**config.mk**
```make
export PLATFORM = sky130hd
export DESIGN_NAME = fan_start_sequencer
export DESIGN_NICKNAME = d
export VERILOG_FILES = /design/src/rtl/fan_start_sequencer.sv
export SDC_FILE = /design/constraint.sdc
export NUM_CORES = 1
export LEC_CHECK = 0
export ABC_CLOCK_PERIOD_IN_PS = 9850
export CORE_ASPECT_RATIO = 1.2
export CORE_MARGIN = 3
export CORE_UTILIZATION = 50
export DETAILED_ROUTE_END_ITERATION = 10
export GPL_TIMING_DRIVEN = 0
export HOLD_SLACK_MARGIN = 0.06
export PLACE_DENSITY_LB_ADDON = 0.05
export SETUP_SLACK_MARGIN = 0.1
export SKIP_CTS_REPAIR_TIMING = 1
export SLEW_MARGIN = 20
export SYNTH_ARGS = -nofsm -noshare
export SYNTH_HDL_FRONTEND = slang
export SYNTH_SLANG_ARGS = --single-unit
```
**constraint.sdc**
```tcl
create_clock -name clk_100mhz -period 9.85 [get_ports clk_100mhz]
set_input_delay 2.4625 -clock clk_100mhz [delete_from_list [all_inputs] [get_ports clk_100mhz]]
set_output_delay 2.4625 -clock clk_100mhz [all_outputs]
set_load 0.01 [all_outputs]
```
**src/rtl/fan_start_sequencer.sv**
```systemverilog
// Fan start-up/shut-down sequencer: kick-start at full duty, slew to the requested
// duty with a minimum-run floor, and retry stalled starts before latching a fault.
module fan_start_sequencer #(
  parameter int unsigned TICK_DIV           = 5_000_000,
  parameter logic [15:0] KICK_DUTY_Q15      = 16'h7FFF,
  parameter int unsigned KICK_TICKS         = 10,
  parameter logic [15:0] SLEW_STEP_Q15      = 16'd512,
  parameter logic [15:0] MIN_RUN_Q15        = 16'd2048,
  parameter int unsigned TACH_TIMEOUT_TICKS = 20,
  parameter int unsigned RETRY_MAX          = 3
) (
  input  logic        clk_100mhz,
  input  logic        rst,
  input  logic [15:0] duty_req_q15,
  input  logic        tach_pulse,
  input  logic        tach_chk_en,
  input  logic        fault_clr_pulse,
  output logic [15:0] duty_out_q15,
  output logic        fan_en,
  output logic        fault,
  output logic [2:0]  state_dbg,
  output logic [1:0]  retry_cnt_dbg
);

  localparam int unsigned TW = (TICK_DIV > 1) ? $clog2(TICK_DIV) : 1;
  localparam int unsigned KW = $clog2(KICK_TICKS + 1);
  localparam int unsigned SW = $clog2(TACH_TIMEOUT_TICKS + 1);

  typedef enum logic [2:0] {
    ST_IDLE  = 3'd0,
    ST_KICK  = 3'd1,
    ST_RAMP  = 3'd2,
    ST_RUN   = 3'd3,
    ST_FAULT = 3'd4
  } state_t;

  state_t        state;
  logic [TW-1:0] tick_cnt;
  logic [KW-1:0] kick_cnt;
  logic [SW-1:0] stall_cnt;
  logic [1:0]    retry_cnt;
  logic          tick;

  logic [15:0]   req_eff;
  logic          req_on;
  logic [15:0]   target;
  logic [16:0]   slew_mag;
  logic          slew_up;
  logic          slew_done;
  logic [15:0]   slew_duty;
  logic [SW-1:0] stall_inc;
  logic          stall_expired;

  assign tick = (tick_cnt == TW'(TICK_DIV - 1));

  always_ff @(posedge clk_100mhz) begin
    if (rst || tick) begin
      tick_cnt <= '0;
    end else begin
      tick_cnt <= tick_cnt + 1'b1;
    end
  end

  // Negative requests (bit 15 set) are treated as "off".
  always_comb begin
    req_eff = duty_req_q15[15] ? 16'd0 : duty_req_q15;
    req_on  = |req_eff;
    target  = (req_eff > MIN_RUN_Q15) ? req_eff : MIN_RUN_Q15;
  end

  // Magnitude is taken in 17 bits so the distance between two Q1.15 values never wraps.
  always_comb begin
    slew_up = (target >= duty_out_q15);
    if (slew_up) begin
      slew_mag = {1'b0, target} - {1'b0, duty_out_q15};
    end else begin
      slew_mag = {1'b0, duty_out_q15} - {1'b0, target};
    end
    slew_done = (slew_mag <= {1'b0, SLEW_STEP_Q15});
    if (slew_done) begin
      slew_duty = target;
    end else if (slew_up) begin
      slew_duty = duty_out_q15 + SLEW_STEP_Q15;
    end else begin
      slew_duty = duty_out_q15 - SLEW_STEP_Q15;
    end
  end

  // A tach pulse on the tick cycle clears the watchdog, so it cannot expire then.
  always_comb begin
    stall_inc     = stall_cnt + 1'b1;
    stall_expired = tach_chk_en && !tach_pulse && (stall_inc == SW'(TACH_TIMEOUT_TICKS));
  end

  always_ff @(posedge clk_100mhz) begin
    if (rst) begin
      state        <= ST_IDLE;
      duty_out_q15 <= '0;
      fan_en       <= 1'b0;
      fault        <= 1'b0;
      retry_cnt    <= '0;
      kick_cnt     <= '0;
      stall_cnt    <= '0;
    end else begin
      unique case (state)
        ST_IDLE: begin
          duty_out_q15 <= '0;
          fan_en       <= 1'b0;
          fault        <= 1'b0;
          retry_cnt    <= '0;
          if (tick && req_on) begin
            state        <= ST_KICK;
            duty_out_q15 <= KICK_DUTY_Q15;
            fan_en       <= 1'b1;
            kick_cnt     <= '0;
            stall_cnt    <= '0;
          end
        end

        ST_KICK, ST_RAMP, ST_RUN: begin
          if (!tach_chk_en || tach_pulse) begin
            stall_cnt <= '0;
          end else if (tick) begin
            stall_cnt <= stall_inc;
          end
          if ((state == ST_RUN) && tach_pulse) begin
            retry_cnt <= '0;
          end
          if (tick) begin
            if (!req_on) begin
              state        <= ST_IDLE;
              duty_out_q15 <= '0;
              fan_en       <= 1'b0;
              retry_cnt    <= '0;
            end else if (stall_expired) begin
              if (retry_cnt < 2'(RETRY_MAX)) begin
                retry_cnt    <= retry_cnt + 1'b1;
                state        <= ST_KICK;
                duty_out_q15 <= KICK_DUTY_Q15;
                fan_en       <= 1'b1;
                kick_cnt     <= '0;
                stall_cnt    <= '0;
              end else begin
                state        <= ST_FAULT;
                duty_out_q15 <= '0;
                fan_en       <= 1'b0;
                fault        <= 1'b1;
              end
            end else if (state == ST_KICK) begin
              kick_cnt <= kick_cnt + 1'b1;
              if (kick_cnt == KW'(KICK_TICKS - 1)) begin
                state <= ST_RAMP;
              end
            end else begin
              duty_out_q15 <= slew_duty;
              if (slew_done) begin
                state <= ST_RUN;
              end
            end
          end
        end

        ST_FAULT: begin
          duty_out_q15 <= '0;
          fan_en       <= 1'b0;
          fault        <= 1'b1;
          if (fault_clr_pulse) begin
            state     <= ST_IDLE;
            fault     <= 1'b0;
            retry_cnt <= '0;
          end
        end

        default: begin
          state        <= ST_IDLE;
          duty_out_q15 <= '0;
          fan_en       <= 1'b0;
          fault        <= 1'b0;
          retry_cnt    <= '0;
        end
      endcase
    end
  end

  assign state_dbg     = state;
  assign retry_cnt_dbg = retry_cnt;

endmodule

```
==> impl_results.md, run 1 <==
- First-pass GRT wire length: 22.1 mm
- Highest Clock Rate: between 0.1 and 0.15 GHz
- Share of cells above drive strength 1: 5.16%
- Post-Syn Area: about 4800 sq um
- Pwr per Cell Area: 93.3 nW/um^2
- Max VDD drop: 0.129 mV
- Die area: between 10000 and 15000 sq um
- Least-Margin Pin Slew: around 0.98 ns
- Largest cells by area after synthesis: dfxtp_1, ha_1, a21oi_1
- Synthesized instance count: about 650
- Initial antenna violation count: 0
- Num CTS Buffers: 5
- Leakage: roughly 2.2 nW
- Residual DRC: 0
- IO Count: 44
- Core Area: 9180 sq um
- Top cell type by total area after synthesis: dfxtp_1
- Slew headroom: 34.0%
- Clock sinks: between 50 and 60
- Top cells by count, synth: nor2_1, a21oi_1, nand2_1
- Final hold violations: 0
- Critical Path End Type: flip-flop
- Antenna Nets Post-Route: 0
- First-pass DRT Iterations: 5
- Routed wire length: between 10 and 15 mm
- CTS tree: yes
- Largest net degree at the start of global routing: 18
- Via count: between 4000 and 5000
- Worst Setup SP: duty_req_q15[8]
- Initial DRC Count: 192
- Fin Clk Skew: between 0.009 and 0.01 ns
- Max Cap Viol: 0
- Most used standard cell by instance count after synthesis: nor2_1
- Clk root buf: clkbuf_8
- Design area: 5520 sq um
- Synth warn: 0
- Placed cell count: a little over 800
- Final core occ: 60.1%
- Rows: 38
- Height of the die: 113 um
- H-Tree Level Count: 2
- Die X: 95.5 um
- Vias per Instance: slightly below 6
- Seq cells post-synth: 55
- Final Cycle Share: between 70% and 80%
- RSZ-0062 raised after global routing: false
- R2R setup slack: approximately 5.4 ns
- Layout Cells excl Fill: 818
- Area grow syn2layout: 14.9%
- Syn nets: approximately 700
- CTS Buffer Depth: 2
- CP required: 10.07 ns
- Post-synth top area share: 22.9%
- Hold WC Path Type: flip-flop to flip-flop
- N_diodes: 0
- Count of pins over their slew limit: 0
- Dpl ws: 1.76 ns
- Endpoints failing setup: 0
- Peak fanout along the critical path: 10
- Sequential element share of the synthesized area: 22.9%
- GRT Total Usage: 25.4%
- Crit Reg-Reg Endpoint: duty_out_q15[15]
- Number of synthesized flops with an enable pin: 0
- Most common flop cell mapped by yosys: dfxtp_1
- Synthesized area per cell: 7.42 sq um
- Initial core utilization: 52.3%
- WL per Instance: around 16 um
- Setup crit start kind: input pin
- Setup ws final: 2.05 ns
- Reg clk slew, reported paths: 0.10 ns
- CP Capture Point: duty_out_q15[15]
- Post-layout min period: 7.80 ns
- Outcome: finished, final reports clean
- IO buf count: 43
- Dpl hpwl: approximately 11 mm
- Nets: 760
- Vias in the first global route: 4672
- Total global routing overflow: 0
- Routability cong.: 0.926
- FILL cells: 879
- Synth async-reset ratio: 0%
- Clk_lat worst skew: 0.32 ns
- DP Area: 5380 sq um
- Crit Path Class: input pin to flip-flop
- Reg2Reg Depth: 19
- Critical Path AT: 8.02 ns
- RR Startpoint: duty_out_q15[8]
- Setup tns final: 0 ns
- Yosys cell types: 67
## per-layer routing
layer / global-route usage [%] / vias up / wire length, um
li1: - / 2404 / -
met1: 29.2 / 2214 / 5470
met2: 47.4 / 95 / 6960
met3: 2.86 / 30 / 382
met4: 9.01 / 0 / 408
met5: 0 / - / 0
## stage by stage
step / hold WS (ns) / total power, mW
after CTS: 0.478 / 0.519
after floorplan: 0.426 / 0.306
after global placement: 0.444 / 0.338
final: 0.476 / 0.515
after global routing: 0.494 / 0.539
after detailed placement: 0.452 / 0.339
## worst min-delay path by stage
stage,from,to,slack [ns],cells after the start
2_1_floorplan,tick_cnt[0],tick_cnt[0],0.43,1
3_3_place_gp,tick_cnt[0],tick_cnt[0],0.44,1
5_1_grt,tick_cnt[0],tick_cnt[0],0.49,1
6_report,tick_cnt[0],tick_cnt[0],0.48,1
4_1_cts,tick_cnt[0],tick_cnt[0],0.48,1
3_5_place_dp,tick_cnt[0],tick_cnt[0],0.45,1
## registers in the layout, indices dropped and copies added (netlist names)
| name | flops |
|---|---|
| kick_cnt | 4 |
| state_dbg | 3 |
| fault | 1 |
| retry_cnt_dbg | 2 |
| fan_en | 1 |
| stall_cnt | 5 |
| duty_out_q15 | 16 |
| tick_cnt | 23 |
## power by group
group	internal, mW	switching (mW)
logic	0.0436	0.0681
clock network	0.101	0.0778
registers	0.223	0.000856
## final cells by class
cell class / count / area, sq um / area share [%]
Buffer: 27 / 120 / 2.18
Clock buffer: 5 / 68.8 / 1.25
Clock inverter: 3 / 67.6 / 1.22
Inverter: 47 / 176 / 3.20
Multi-Input combinational cell: 518 / 3400 / 61.7
Sequential cell: 55 / 1100 / 20.0
Tap cell: 120 / 150 / 2.72
Timing Repair Buffer: 43 / 430 / 7.80
## placed cells by master, fill, tap and decap left out, types with 6 or more instances in the layout
cell / count
o21ai_0: 28
inv_1: 47
ha_1: 41
xor2_1: 16
nand3_1: 32
a21o_1: 11
and3_1: 11
nand2b_1: 9
a21oi_1: 64
a211oi_1: 9
nor3_1: 15
nand4_1: 8
dfxtp_1: 55
and2_1: 6
nand2_1: 58
nor2b_1: 13
xnor2_1: 21
a221oi_2: 6
clkdlybuf4s50_1: 43
o21bai_1: 7
nor4_1: 9
nor2_1: 69
clkbuf_1: 20
or3_1: 9
## worst max-delay path, stage by stage
cell	delay (ns)
clkdlybuf4s50_1	0.44
nor4_1	0.52
nand3_1	0.14
nand2_1	0.10
a21oi_1	0.07
clkbuf_1	0.24
nand2_1	0.15
inv_1	0.06
ha_1	0.27
clkbuf_1	0.34
nand2_1	0.13
nor3_1	0.33
a21boi_0	0.39
nor2_1	0.12
o21ai_2	0.34
inv_1	0.26
fa_1	0.45
a21oi_1	0.15
nor2_1	0.05
nor2_1	0.16
o21bai_1	0.09
a21oi_1	0.18
xnor2_1	0.13
nor2_1	0.07
xor2_1	0.17
and3_1	0.19
## logic make-up after synthesis
| kind of cell | synth area share [%] |
|---|---|
| buffers and inverters | 6.18 |
| multiplexers | 1.04 |
| AO/OA/AOI/OAI | 25.0 |
| XOR/XNOR | 6.75 |
| AND/OR/NAND/NOR | 26.9 |
| adder cells (fa/ha/maj) | 11.1 |
| flip-flops | 22.9 |
(Power assumes the default switching activity.)
==> run 2: changes to the inputs <==
--- a/config.mk
+++ b/config.mk
@@ -5,7 +5,7 @@
 export SDC_FILE = /design/constraint.sdc
 export NUM_CORES = 1
 export LEC_CHECK = 0
-export ABC_CLOCK_PERIOD_IN_PS = 9850
+export ABC_CLOCK_PERIOD_IN_PS = 6750
 export CORE_ASPECT_RATIO = 1.2
 export CORE_MARGIN = 3
 export CORE_UTILIZATION = 50
==> constraint.sdc (replaced) <==
create_clock -name clk_100mhz -period 6.75 [get_ports clk_100mhz]
set_input_delay 1.6875 -clock clk_100mhz [delete_from_list [all_inputs] [get_ports clk_100mhz]]
set_output_delay 1.6875 -clock clk_100mhz [all_outputs]
set_load 0.01 [all_outputs]
==> run 2 against run 1 <==
First-iteration DRC count down 16%. Routed wire length up 0.95%. Clock skew down 0.0021 ns. Register-to-register slack worse by 2.7 ns. Hold slack unchanged. Sequential power up 46%. Core utilization up 1.1 points. Non-clock buffer count up 3. Critical path depth down 6. Die area unchanged. Sequential share of layout area down 0.35 points. Final cell count up 0.37%. Critical endpoint is now duty_out_q15[2].
==> impl_results.md, run 2 (same netlist as run 1, synthesis figures left out) <==
- Worst Path Buf+Inv: 5 (unchanged)
- Endpoints failing setup: 0 (unchanged)
- Die area: 10800 sq um (unchanged)
- Pwr per Cell Area: 136 nW/um^2 (was 93.3 nW/um^2)
- RSZ-0062 raised after global routing: false (unchanged)
- Biggest regs: tick_cnt: 23 flops, duty_out_q15: 16 flops, stall_cnt: 5 flops (unchanged)
- Hold WC Path Type: flip-flop to flip-flop (unchanged)
- Vias in the first global route: 4672 (unchanged)
- Outcome: finished, final reports clean (unchanged)
- Largest Register: tick_cnt (unchanged)
- Total global routing overflow: 0 (unchanged)
- Share of cells above drive strength 1: 7.70% (was 5.16%)
- N_diodes: 0 (unchanged)
- CP Cell Sequence: clkdlybuf4s50_1 -> nor4_4 -> nand3_1 -> nand2_1 -> a21oi_1 -> clkbuf_2 -> nand2_1 -> inv_1 -> ha_1 -> clkbuf_1 -> and4_1 -> a21boi_0 -> nor2_1 -> xnor2_1 -> or4_4 -> a32oi_4 -> a21boi_2 -> or2_0 -> buf_6 -> a32o_1
- Crit-path leading delay family: simple AND/OR/NAND/NOR gates (unchanged)
- GRT Total Usage: 25.4% (unchanged)
- Most common cell after layout, fill and taps aside: nor2_1 (unchanged)
- Height of the die: 113 um (unchanged)
- First-pass GRT wire length: 22.1 mm (unchanged)
- Leakage: 2.24 nW (was 2.20 nW)
- Clk root buf: clkbuf_8 (unchanged)
- Setup tns final: 0 ns (unchanged)
- Crit Path Class: input pin to flip-flop (unchanged)
- Die X: 95.5 um (unchanged)
- Fin Clk Skew: 0.00697 ns (was 0.00911 ns)
- Antenna Nets Post-Route: 0 (unchanged)
- CTS Buffer Depth: 2 (unchanged)
- IO buf count: 43 (unchanged)
- Residual DRC: 0 (unchanged)
- Num CTS Buffers: 5 (unchanged)
- IO Count: 44 (unchanged)
- Rows: 38 (unchanged)
- Most frequent cells in the layout: nor2_1, a21oi_1, nand2_1, dfxtp_1, inv_1 (unchanged)
- CTS tree: yes (unchanged)
- Total Power: 0.763 mW (was 0.515 mW)
- Least-Margin Pin Slew: 0.990 ns (was 0.983 ns)
- Initial antenna violation count: 0 (unchanged)
- Core Area: 9180 sq um (unchanged)
- Final Cycle Share: 93.1%
- Critical Path AT: 6.50 ns (was 8.02 ns)
- Final hold violations: 0 (unchanged)
- CP required: 6.97 ns (was 10.07 ns)
- Routed wire length: 13.3 mm (was 13.2 mm)
- Highest Clock Rate: 0.159 GHz
- Initial core utilization: 52.3% (unchanged)
- Vias per Instance: 5.86 (was 5.80)
- Clock sinks: 55 (unchanged)
- Nets: 763 (was 760)
- Clk_lat worst skew: 0.32 ns (about the same)
- Setup crit start kind: input pin (unchanged)
- Largest net degree at the start of global routing: 18 (unchanged)
- Critical Path End Type: flip-flop (unchanged)
- Reg clk slew, reported paths: 0.10 ns (about the same)
- Routability cong.: 0.926 (unchanged)
- Post-layout min period: 6.28 ns
- Max FFs per register: 23 (unchanged)
- WL per Instance: 16.3 um (was 16.2 um)
- Initial DRC Count: 162 (was 192)
- Worst hold slack: 0.476 ns (unchanged)
- Area grow syn2layout: 17.0% (was 14.9%)
- Max Cap Viol: 0 (unchanged)
- Max VDD drop: 0.189 mV (was 0.129 mV)
- Slew headroom: 33.5% (was 34.0%)
- Slowest CP cell: or4_4 (was nor4_1)
- Dpl hpwl: 10.6 mm (unchanged)
- Peak fanout along the critical path: 10 (unchanged)
- H-Tree Level Count: 2 (unchanged)
- CP most frequent cell: nand2_1 (was nor2_1)
- First-pass DRT Iterations: 5 (unchanged)
- Crit path largest cell delay: 0.49 ns (was 0.52 ns)
- Count of pins over their slew limit: 0 (unchanged)
- Via count: 4807 (was 4743)
run 2: changes by cell type in the layout (fill, tap and decap cells not counted), moves of 2 or more:
cell      before  now
buf_4          2    7
clkbuf_1      20   14
clkbuf_2       0    4
ha_1          41   39
ha_2           0    2
nor4_1         9    6
nor4_4         0    2
run 2: routing by layer:
| layer | track usage (%) | wire length (um) |
|---|---|---|
| met2 | 47.4 | 7090 |
| met3 | 2.86 | 332 |
| met5 | 0 | 0 |
| met4 | 9.01 | 408 |
| met1 | 29.2 | 5520 |
run 2: where the power goes:
part / switching [mW] / internal (mW) / total, mW
registers: 0.00125 / 0.326 / 0.327
clock network: 0.113 / 0.148 / 0.261
logic: 0.104 / 0.0705 / 0.174
total: 0.218 / 0.544 / 0.763
run 2: worst reg2reg max path, stage by stage (launching register included):
cell,delay [ns]
dfxtp_1,0.48
inv_1,0.09
ha_1,0.32
clkbuf_1,0.32
nand2_1,0.17
nor2_1,0.22
nand2_1,0.15
o21ai_4,0.28
clkinvlp_4,0.23
fa_1,0.43
a21oi_1,0.15
nor2_1,0.05
nor2_1,0.16
o21bai_1,0.09
a21oi_1,0.18
xnor2_1,0.13
nor2_1,0.07
xor2_1,0.17
and3_1,0.19
run 2: worst paths after layout:
check / cells past startpoint / endpoint / slack [ns] / startpoint
hold / removal: 1 / tick_cnt[0] / 0.48 / tick_cnt[0]
setup reg to reg: 18 / duty_out_q15[15] / 2.75 / duty_out_q15[12]
hold reg to reg: 1 / tick_cnt[0] / 0.48 / tick_cnt[0]
setup / recovery: 20 / duty_out_q15[2] / 0.47 / duty_req_q15[8]
run 2: cell type report:
type | count | area (sq um)
Fill cell | 869 | 3560
Multi-Input combinational cell | 518 | 3460
Sequential cell | 55 | 1100
Timing Repair Buffer | 48 | 468
Inverter | 47 | 180
Tap cell | 120 | 150
Buffer | 25 | 118
Clock buffer | 5 | 68.8
Clock inverter | 3 | 67.6
run 2: through the flow:
step | worst slack, ns | area, sq um | cells | utilization [%]
floorplan | 1.01 | 4800 | 647 | -
global placement | -0.616 | 5380 | 810 | 58.6
detailed placement | -0.569 | 5380 | 810 | 58.6
CTS | -0.246 | 5520 | 818 | 60.1
global route | 0.0898 | 5620 | 821 | 61.2
finish | 0.468 | 5620 | 821 | 61.2
==> run 3: changes to the inputs <==
--- a/config.mk
+++ b/config.mk
@@ -5,6 +5,7 @@
 export SDC_FILE = /design/constraint.sdc
 export NUM_CORES = 1
 export LEC_CHECK = 0
+export ABC_AREA = 1
 export ABC_CLOCK_PERIOD_IN_PS = 6750
 export CORE_ASPECT_RATIO = 1.2
 export CORE_MARGIN = 3
@@ -14,7 +15,6 @@
 export HOLD_SLACK_MARGIN = 0.06
 export PLACE_DENSITY_LB_ADDON = 0.05
 export SETUP_SLACK_MARGIN = 0.1
-export SKIP_CTS_REPAIR_TIMING = 1
 export SLEW_MARGIN = 20
 export SYNTH_ARGS = -nofsm -noshare
 export SYNTH_HDL_FRONTEND = slang
==> run 3 against run 2 <==
Clock-buffer cell count stayed put. Power grew to 3.2 times the previous value. Sequential share of layout area is 2.4 points lower. Register-to-register slack better by 0.48 ns. Clock skew is 0.0016 ns higher. Synthesized area is 18% higher. Largest power group is now combinational cells. Flip-flop and latch count stayed put. Final cell count is 42% higher. Final area is 14% higher. Routed wire length is 12% higher. Global-route usage is 0.84 points lower. Via count is 22% higher.
==> impl_results.md, run 3 <==
- Max FFs per register: 23 (unchanged)
- Pwr per Cell Area: 383 nW/um^2 (was 136 nW/um^2)
- Number of synthesized flops with an enable pin: 0 (unchanged)
- Crit-path leading delay family: simple AND/OR/NAND/NOR gates (unchanged)
- Share of cells above drive strength 1: 6.65% (was 7.70%)
- Via count: 5878 (was 4807)
- Hold_sp: tick_cnt[0] (unchanged)
- Slew headroom: 60.4% (was 33.5%)
- Most frequent cells in the layout: nand2_1, inv_1, nor2_1, nand3_1, dfxtp_1 (was nor2_1, a21oi_1, nand2_1, dfxtp_1, inv_1)
- Most used standard cell by instance count after synthesis: nand2_1 (was nor2_1)
- Sequential element share of the synthesized area: 19.4% (was 22.9%)
- Routability cong.: 0.918 (was 0.926)
- Antenna Nets Post-Route: 0 (unchanged)
- H-Tree Level Count: 2 (unchanged)
- Count of pins over their slew limit: 0 (unchanged)
- Area grow syn2layout: 13.0% (was 17.0%)
- Largest Register: tick_cnt (unchanged)
- Die X: 103 um (was 95.5 um)
- Max Cap Viol: 0 (unchanged)
- Core Area: 10800 sq um (was 9180 sq um)
- Final core occ: 59.4% (was 61.2%)
- Largest net degree at the start of global routing: 20 (was 18)
- Largest cells by area after synthesis: nand2_1, dfxtp_1, inv_1 (was dfxtp_1, ha_1, a21oi_1)
- Vias per Instance: 5.04 (was 5.86)
- Routed wire length: 14.9 mm (was 13.3 mm)
- Final Cycle Share: 89.3% (was 93.1%)
- Fin Clk Skew: 0.00858 ns (was 0.00697 ns)
- DP Area: 6240 sq um (was 5380 sq um)
- Crit Reg-Reg Endpoint: duty_out_q15[14] (was duty_out_q15[15])
- Synth async-reset ratio: 0% (unchanged)
- Endpoints failing setup: 0 (unchanged)
- Reg clk slew, reported paths: 0.07 ns (was 0.10 ns)
- Hold WC Path Type: flip-flop to flip-flop (unchanged)
- First-pass DRT Iterations: 4 (was 5)
- Syn nets: 1051 (was 710)
- Num CTS Buffers: 5 (unchanged)
- Least-Margin Pin Slew: 0.594 ns (was 0.990 ns)
- Synthesized area per cell: 5.74 sq um (was 7.42 sq um)
- Leakage: 3.26 nW (was 2.24 nW)
- RSZ-0062 raised after global routing: false (unchanged)
- Residual DRC: 0 (unchanged)
- Top cells by count, synth: nand2_1, inv_1, nor2_1 (was nor2_1, a21oi_1, nand2_1)
- CTS tree: yes (unchanged)
- FILL cells: 1176 (was 869)
- Most common flop cell mapped by yosys: dfxtp_1 (unchanged)
- Setup crit start kind: input pin (unchanged)
- Worst Setup SP: duty_req_q15[2] (was duty_req_q15[8])
- Area occupied by multi-input gates: 3780 sq um (was 3460 sq um)
- Design area: 6400 sq um (was 5620 sq um)
- Yosys cell types: 49 (was 67)
- First-pass GRT wire length: 24.7 mm (was 22.1 mm)
- Max VDD drop: 0.254 mV (was 0.189 mV)
- Die area: 12700 sq um (was 10800 sq um)
- Post-layout min period: 6.03 ns (was 6.28 ns)
- CP most frequent cell: nand2_1 (unchanged)
- Seq. cell area: 1100 sq um (unchanged)
- Initial DRC Count: 160 (was 162)
- R2R setup slack: 3.23 ns (was 2.75 ns)
- IO Count: 44 (unchanged)
- Worst Path Buf+Inv: 4 (was 5)
- Critical Path End Type: flip-flop (unchanged)
- Buffer count from post-CTS setup fixing: 0
- Clk root buf: clkbuf_16 (was clkbuf_8)
- Initial core utilization: 52.6% (was 52.3%)
- Height of the die: 123 um (was 113 um)
- GRT Total Usage: 24.6% (was 25.4%)
- Synthesized instance count: 988 (was 647)
- Dpl hpwl: 12.6 mm (was 10.6 mm)
- Hold path depth: 1 (unchanged)
- Reg2Reg Depth: 22 (was 18)
- WL per Instance: 12.8 um (was 16.3 um)
- Peak fanout along the critical path: 10 (unchanged)
- Final hold violations: 0 (unchanged)
- Nets: 1099 (was 763)
- Vias in the first global route: 5438 (was 4672)
- N_diodes: 0 (unchanged)
- CP required: 6.98 ns (was 6.97 ns)
- Slowest CP cell: clkdlybuf4s50_1 (was or4_4)
- Most common cell after layout, fill and taps aside: nand2_1 (was nor2_1)
- Seq cells post-synth: 55 (unchanged)
- Crit Path Class: input pin to flip-flop (unchanged)
- Post-synth top area share: 21.3% (was 22.9%)
- IO buf count: 41 (was 43)
- Crit path largest cell delay: 0.40 ns (was 0.49 ns)
- Biggest regs: tick_cnt: 23 flops, duty_out_q15: 16 flops, stall_cnt: 5 flops (unchanged)
- Setup tns final: 0 ns (unchanged)
- Critical Path AT: 6.26 ns (was 6.50 ns)
- Rows: 41 (was 38)
- RR Startpoint: duty_out_q15[9] (was duty_out_q15[12])
- Highest Clock Rate: 0.166 GHz (was 0.159 GHz)
- Post-Syn Area: 5670 sq um (was 4800 sq um)
- Hold Path End: tick_cnt[0] (unchanged)
- CTS Buffer Depth: 2 (unchanged)
- Initial antenna violation count: 0 (unchanged)
- Synth warn: 0 (unchanged)
- Top cell type by total area after synthesis: nand2_1 (was dfxtp_1)
- Outcome: finished, final reports clean (unchanged)
- Clock sinks: 55 (unchanged)
- Clk_lat worst skew: 0.30 ns (was 0.32 ns)
- Total global routing overflow: 0 (unchanged)
## run 3: changes by cell type after synthesis, sizes merged, moves of 13 or more
cell    change
clkbuf     -13
nand2     +276
xnor2      -17
inv       +138
nor2b      -13
nand4      +14
nand3      +35
nor2       +34
## run 3: cell families (layout without fill, tap and decap cells)
family,after synthesis,in the layout,share of synthesized area [%]
compound gates,102,102,10.2
xor+xnor,19,19,2.94
fa+ha+maj,42,42,9.41
buf+inv,204,253,14.1
flops,55,55,19.4
simple gates,566,566,43.9
## run 3: how the worst max path moves through the flow
| stage | to | depth (start not counted) | slack, ns |
|---|---|---|---|
| 3_5_place_dp | duty_out_q15[14] | 32 | 0.08 |
| 4_1_cts | duty_out_q15[14] | 32 | 0.38 |
| 2_1_floorplan | duty_out_q15[14] | 33 | 1.39 |
| 6_report | duty_out_q15[14] | 32 | 0.72 |
| 3_3_place_gp | duty_out_q15[14] | 32 | 0.11 |
| 5_1_grt | duty_out_q15[14] | 34 | 0.16 |
## run 3: layer usage
metal / vias up / track usage (%) / wire length [um]
met5: - / 0 / 0
met4: 0 / 7.53 / 283
met3: 20 / 2.16 / 267
met2: 63 / 47.0 / 7990
met1: 2602 / 28.1 / 6410
li1: 3193 / - / -
## run 3: timing repair
action	4_1_cts	5_1_grt
endpoints found under the setup margin	0	2
hold buffers	0	0
resized for setup	0	2
## run 3: power by group
| part | internal [mW] | leakage (nW) | switching [mW] | total [mW] |
|---|---|---|---|---|
| logic | 0.614 | 2.74 | 1.14 | 1.76 |
| registers | 0.368 | 0.446 | 0.0593 | 0.427 |
| clock network | 0.142 | 0.0723 | 0.124 | 0.266 |
## run 3: layout make-up
cell class                 count  share of cell area, %
inverter                     187                   11.0
multi-input combinational    729                   59.0
clock inverter                 3                  0.430
buffer                        17                   1.47
timing repair buffer          41                   6.41
tap                          129                   2.52
clock buffer                   5                   1.95
sequential                    55                   17.2
## run 3: metrics by stage
stage	hold slack [ns]	power [mW]	setup WS, ns	instances
3_5_place_dp	0.441	2.18	0.0830	1158
5_1_grt	0.470	2.70	0.157	1166
3_3_place_gp	0.427	2.17	0.106	1158
2_1_floorplan	0.418	1.74	1.39	988
6_report	0.448	2.45	0.720	1166
4_1_cts	0.455	2.46	0.384	1166
